$ cat src/rtl/bcd_counter_4digit_pkg.sv
// Shared definitions for the 4-digit BCD counter, alarm comparator and display driver.
// Digit values, bus ordering and small BCD arithmetic helpers.
package bcd_counter_4digit_pkg;

    localparam int         NUM_DIGITS = 4;
    localparam int         DIGIT_W    = 4;
    localparam logic [3:0] BCD_MAX    = 4'd9;
    localparam logic [3:0] BCD_MIN    = 4'd0;
    // Digit-bus ordering: index 0 is d0, the least-significant decade.
    localparam int         DIGIT_LSD  = 0;
    localparam int         DIGIT_MSD  = NUM_DIGITS - 1;

    typedef logic [DIGIT_W-1:0] bcd_t;

    typedef enum logic [0:0] {
        DIR_DOWN = 1'b0,
        DIR_UP   = 1'b1
    } dir_e;

    function automatic bcd_t bcd_clamp(input logic [3:0] nib);
        bcd_t r;
        if (nib > BCD_MAX) begin
            r = BCD_MAX;
        end else begin
            r = nib;
        end
        return r;
    endfunction

    function automatic bcd_t bcd_inc(input bcd_t d);
        bcd_t r;
        if (d >= BCD_MAX) begin
            r = BCD_MIN;
        end else begin
            r = d + 4'd1;
        end
        return r;
    endfunction

    function automatic bcd_t bcd_dec(input bcd_t d);
        bcd_t r;
        if ((d == BCD_MIN) || (d > BCD_MAX)) begin
            r = BCD_MAX;
        end else begin
            r = d - 4'd1;
        end
        return r;
    endfunction

endpackage

$ cat src/rtl/bcd_decade.sv
// One BCD decade: loadable up/down digit with combinational carry/borrow out.
module bcd_decade
    import bcd_counter_4digit_pkg::*;
(
    input  logic       clk,
    input  logic       rst,
    input  logic       step_in,
    input  logic       up,
    input  logic       load,
    input  logic [3:0] load_nib,
    output logic [3:0] digit,
    output logic       step_out
);

    bcd_t digit_q;
    bcd_t digit_d;
    dir_e dir_s;

    assign dir_s = dir_e'(up);

    // Next digit value: load beats step, otherwise hold.
    always_comb begin
        digit_d = digit_q;
        if (load) begin
            digit_d = bcd_clamp(load_nib);
        end else if (step_in) begin
            if (dir_s == DIR_UP) begin
                digit_d = bcd_inc(digit_q);
            end else begin
                digit_d = bcd_dec(digit_q);
            end
        end else begin
            digit_d = digit_q;
        end
    end

    // Digit register.
    always_ff @(posedge clk) begin
        if (rst) begin
            digit_q <= BCD_MIN;
        end else begin
            digit_q <= digit_d;
        end
    end

    assign digit    = digit_q;
    assign step_out = step_in & ((dir_s == DIR_UP) ? (digit_q == BCD_MAX)
                                                   : (digit_q == BCD_MIN));

endmodule

$ cat src/rtl/bcd_counter_4digit.sv
// Four-decade BCD up/down counter with prescaler, load, pause and wrap/saturate terminal handling.
module bcd_counter_4digit
    import bcd_counter_4digit_pkg::*;
#(
    parameter int TICK_DIV = 100000000,
    parameter int SATURATE = 0
) (
    input  logic        clk,
    input  logic        rst,
    input  logic        en,
    input  logic        up,
    input  logic        load,
    input  logic [15:0] load_val,
    output logic [3:0]  d0,
    output logic [3:0]  d1,
    output logic [3:0]  d2,
    output logic [3:0]  d3,
    output logic        tick,
    output logic        wrap,
    output logic        done
);

    localparam int            PW      = (TICK_DIV > 2) ? $clog2(TICK_DIV) : 1;
    localparam logic [PW-1:0] PS_LAST = PW'(TICK_DIV - 1);
    localparam logic          SAT_EN  = (SATURATE != 0);

    logic [PW-1:0] presc_q;
    logic [PW-1:0] presc_d;
    logic          tick_q, tick_d;
    logic          wrap_q, wrap_d;
    logic          done_q, done_d;

    logic          step_due_s;
    logic          step_apply_s;
    logic          at_term_s;
    logic [NUM_DIGITS:0] step_chain_s;
    bcd_t          digit_s [NUM_DIGITS];

    assign step_due_s = en & (presc_q == PS_LAST);

    // Terminal count in the current direction: all decades at 9 (up) or all at 0 (down).
    always_comb begin
        at_term_s = 1'b1;
        for (int i = 0; i < NUM_DIGITS; i++) begin
            if (up) begin
                at_term_s = at_term_s & (digit_s[i] == BCD_MAX);
            end else begin
                at_term_s = at_term_s & (digit_s[i] == BCD_MIN);
            end
        end
    end

    // In saturate mode a step attempted at the terminal count is swallowed.
    assign step_apply_s    = step_due_s & ~load & ~(SAT_EN & at_term_s);
    assign step_chain_s[0] = step_apply_s;

    for (genvar g = 0; g < NUM_DIGITS; g++) begin : g_decade
        bcd_decade u_decade (
            .clk      (clk),
            .rst      (rst),
            .step_in  (step_chain_s[g]),
            .up       (up),
            .load     (load),
            .load_nib (load_val[g*DIGIT_W +: DIGIT_W]),
            .digit    (digit_s[g]),
            .step_out (step_chain_s[g+1])
        );
    end

    // Prescaler and status-flag next state.
    always_comb begin
        presc_d = presc_q;
        tick_d  = 1'b0;
        wrap_d  = 1'b0;
        done_d  = done_q;
        if (load) begin
            presc_d = '0;
            done_d  = 1'b0;
        end else if (en) begin
            if (presc_q == PS_LAST) begin
                presc_d = '0;
            end else begin
                presc_d = presc_q + PW'(1);
            end
            tick_d = step_due_s;
            wrap_d = ~SAT_EN & step_chain_s[NUM_DIGITS];
            if (SAT_EN & step_due_s & at_term_s) begin
                done_d = 1'b1;
            end else begin
                done_d = done_q;
            end
        end else begin
            presc_d = presc_q;
        end
    end

    // Prescaler and pulse/flag registers.
    always_ff @(posedge clk) begin
        if (rst) begin
            presc_q <= '0;
            tick_q  <= 1'b0;
            wrap_q  <= 1'b0;
            done_q  <= 1'b0;
        end else begin
            presc_q <= presc_d;
            tick_q  <= tick_d;
            wrap_q  <= wrap_d;
            done_q  <= done_d;
        end
    end

    assign d0   = digit_s[DIGIT_LSD];
    assign d1   = digit_s[DIGIT_LSD + 1];
    assign d2   = digit_s[DIGIT_LSD + 2];
    assign d3   = digit_s[DIGIT_MSD];
    assign tick = tick_q;
    assign wrap = wrap_q;
    assign done = done_q;

endmodule

$ cat config.mk
export PLATFORM = sky130hd
export DESIGN_NAME = bcd_counter_4digit
export DESIGN_NICKNAME = d
export VERILOG_FILES = /design/src/rtl/bcd_counter_4digit_pkg.sv /design/src/rtl/bcd_decade.sv /design/src/rtl/bcd_counter_4digit.sv
export SDC_FILE = /design/constraint.sdc
export NUM_CORES = 1
export LEC_CHECK = 0
export CAP_MARGIN = 10
export CORE_MARGIN = 5
export CORE_UTILIZATION = 45
export CTS_CLUSTER_SIZE = 25
export DETAILED_ROUTE_END_ITERATION = 16
export PLACE_DENSITY = 0.79
export SYNTH_ARGS = -nofsm -noshare
export SYNTH_HDL_FRONTEND = slang
export SYNTH_SLANG_ARGS = --single-unit
export TNS_END_PERCENT = 10
$ cat constraint.sdc
create_clock -name clk -period 2.15 [get_ports clk]
set_clock_uncertainty 0.1 [all_clocks]
set_input_delay 0.215 -clock clk [delete_from_list [all_inputs] [get_ports clk]]
set_output_delay 0.215 -clock clk [all_outputs]
set_load 0.05 [all_outputs]
==> results.yml <==
run_status:
  status: "finished with violations"
  violations: "setup timing"
hold_path:
  hp-class: "flip-flop to flip-flop"
layout:
  n_antenna_cell: 0
  final_area_sq_um: 4020
  nNetsFinal: 478
  final_common_cell: "nor2_1"
  syn_to_final_growth_pct: 32.0
  layout_common_cells: "nor2_1, clkdlybuf4s50_1, dfxtp_1, buf_4, inv_1"
  drive_gt1_share_pct: 19.3
synthesis:
  async_flop_share_pct: 0
  synth_nets: 417
  ys_seq_area_share_pct: 29.6
  avgSynthCellArea_sq_um: 7.96
  yosysTopAreaCellShare_pct: 29.6
  ys_ff_latch: 45
  yosysWarnings: 0
  synth_top_area_cell: "dfxtp_1"
  yosysUniqueCellTypes: 60
  synthCells: 383
  ys_top_cells_by_area: "dfxtp_1, xnor2_1, nor2_1"
  syn_area_sq_um: 3050
  synthFlopType: "dfxtp_1"
  synth_edf_count: 0
grt:
  grt_antenna_before_repair: 0
  grt_first_pass_wirelength_microns: 13700
  track_usage_pct: 19.2
  grt_max_degree: 28
  grt_pass1_vias: 3047
  gr-total-overflow: 0
timing:
  setup_viol: 1
  finalMaxSlewViolations: 0
  rsz0062_at_grt: "true"
  min_period_ns: 2.16
  finalSetupTns_ns: -0.00607
  setup_slack_ns: -0.00607
  whs_ns: 0.442
  period_share_pct: 100
  worstMarginPinSlew_ns: 0.506
  fmax_mhz: 464
  slew_headroom_pct: 66.2
  hold_viol_final: 0
clock_network:
  htreeDepth: 2
  root_buffer: "clkbuf_8"
  cts_tree: "built"
  clk_pin_slew_ns: 0.09
  ctsHoldBuffers: 0
  cts_buffer_depth: 2
  cts-buffers-inserted: 5
  clock_latency_ns: 0.31
  cts_num_sinks: 45
place:
  place_congestion: 0.919
  port_buffers: 38
  place_hpwl_microns: 5840
  placed_area_sq_um: 3760
power_and_ir_drop:
  peakVddDrop_mv: 0.321
  power_density_nw_per_um2: 537
  p_leak_nw: 1.47
setup_path:
  worstSetupStartpointType: "flip-flop"
  worst_ep_arrival_time_ns: 2.30
  critPathSlowestCell: "mux4_2"
  crit_required_ns: 2.30
  worstSetupPathType: "flip-flop to flip-flop"
  cp-end-kind: "flip-flop"
  slowest_delay_ns: 0.49
  crit_chain: "inv_2 -> ha_4 -> buf_4 -> or3b_2 -> mux4_2 -> a31oi_1 -> o21a_1"
  crit_fanout: 6
floorplan:
  ios: 40
  die_area_sq_um: 8520
  fp.dieH_microns: 92.3
  die_x_microns: 92.3
  coreArea_sq_um: 6680
  placementRows: 30
  initial_utilization_pct: 45.6
job:
  max_cap_violations: 0
route:
  num_vias: 3092
  drc: 0
  firstDrtPassIters: 5
  detail-route-antenna-nets: 0
  drt-initial-drc-count: 211
  viasPerCell: 5.89
  finalWirelength_microns: 8290
  wl_per_cell_microns: 15.8
through the flow:
step / worst slack [ns] / std cells / util (%) / total power [mW]
6_report: -0.00607 / 525 / 60.2 / 2.16
3_3_place_gp: -0.104 / 514 / 56.3 / 1.44
5_1_grt: -0.0655 / 525 / 60.2 / 2.27
4_1_cts: -0.00500 / 524 / 58.8 / 2.16
2_1_floorplan: -0.0349 / 383 / - / 1.27
3_5_place_dp: -0.159 / 514 / 56.3 / 1.45
what timing repair did:
item,in CTS,in global routing
setup buffers,2,0
endpoints found under the setup margin,37,41
pin swaps,3,2
cloned,0,1
resized for setup,8,16
layout make-up:
type	count	area, sq um
clock buffers	6	82.6
clock inverters	2	41.3
fillers	563	2660
inverters	31	116
multi-input cells	282	2030
flip-flops and latches	45	916
well taps	80	100
repair buffers	79	734
cell families (layout without fill, tap and decap cells):
group | after synthesis | count (layout) | share of synthesized area (%)
AND/OR/NAND/NOR | 140 | 140 | 25.7
AO/OA/AOI/OAI | 95 | 95 | 22.1
other | 1 | 1 | 0.123
adder cells (fa/ha/maj) | 13 | 13 | 5.34
XOR/XNOR | 28 | 28 | 8.05
multiplexers | 5 | 5 | 2.05
flip-flops | 45 | 45 | 29.6
buffers and inverters | 56 | 118 | 7.10
cell usage after synthesis (6+ instances only):
master     n
a31oi_1   11
dfxtp_1   45
nand3_1    7
nand4_1   12
a21oi_1   13
o21ai_0   16
or4_1      6
inv_1     31
ha_1      13
clkbuf_1  22
o21bai_1   6
nor3_1    13
nand2_1   15
xnor2_1   22
xor2_1     6
nor2_1    45
critical path, delay by kind of cell (launching register included):
family / cells / cell delay (ns)
AO/OA/AOI/OAI: 2 / 0.35
adder cells (fa/ha/maj): 1 / 0.14
buffers and inverters: 2 / 0.22
flip-flops: 1 / 0.35
multiplexers: 1 / 0.49
AND/OR/NAND/NOR: 1 / 0.46
final timing paths:
check | cells after the start | slack (ns) | end | start
worst min register to register | 2 | 0.44 | presc_q[7] | presc_q[7]
worst max-delay path | 7 | -0.006 | g_decade[0].u_decade.digit[3] | g_decade[0].u_decade.digit[1]
worst max register to register | 7 | -0.006 | g_decade[0].u_decade.digit[3] | g_decade[0].u_decade.digit[1]
worst min-delay path | 2 | 0.44 | presc_q[7] | presc_q[7]
per-layer routing:
metal	vias to the layer above	track usage [%]	routed length, microns
li1	1516	-	-
met3	10	3.57	522
met1	1463	23.8	3650
met4	0	6.68	84
met5	-	0	0
met2	103	33.1	4030
registers in the layout, summed over array words and instances (netlist names):
| name | flops |
|---|---|
| presc_q | 27 |
| g_decade.u_decade.digit | 16 |
| tick | 1 |
| wrap | 1 |
power by group:
part           internal [mW]  switching, mW  leakage, nW
clock                  0.386          0.313       0.0633
sequential             0.858         0.0446        0.369
combinational          0.245          0.314         1.04
total                   1.49          0.672         1.47
Note: power is estimated with default switching activity, not from simulation.
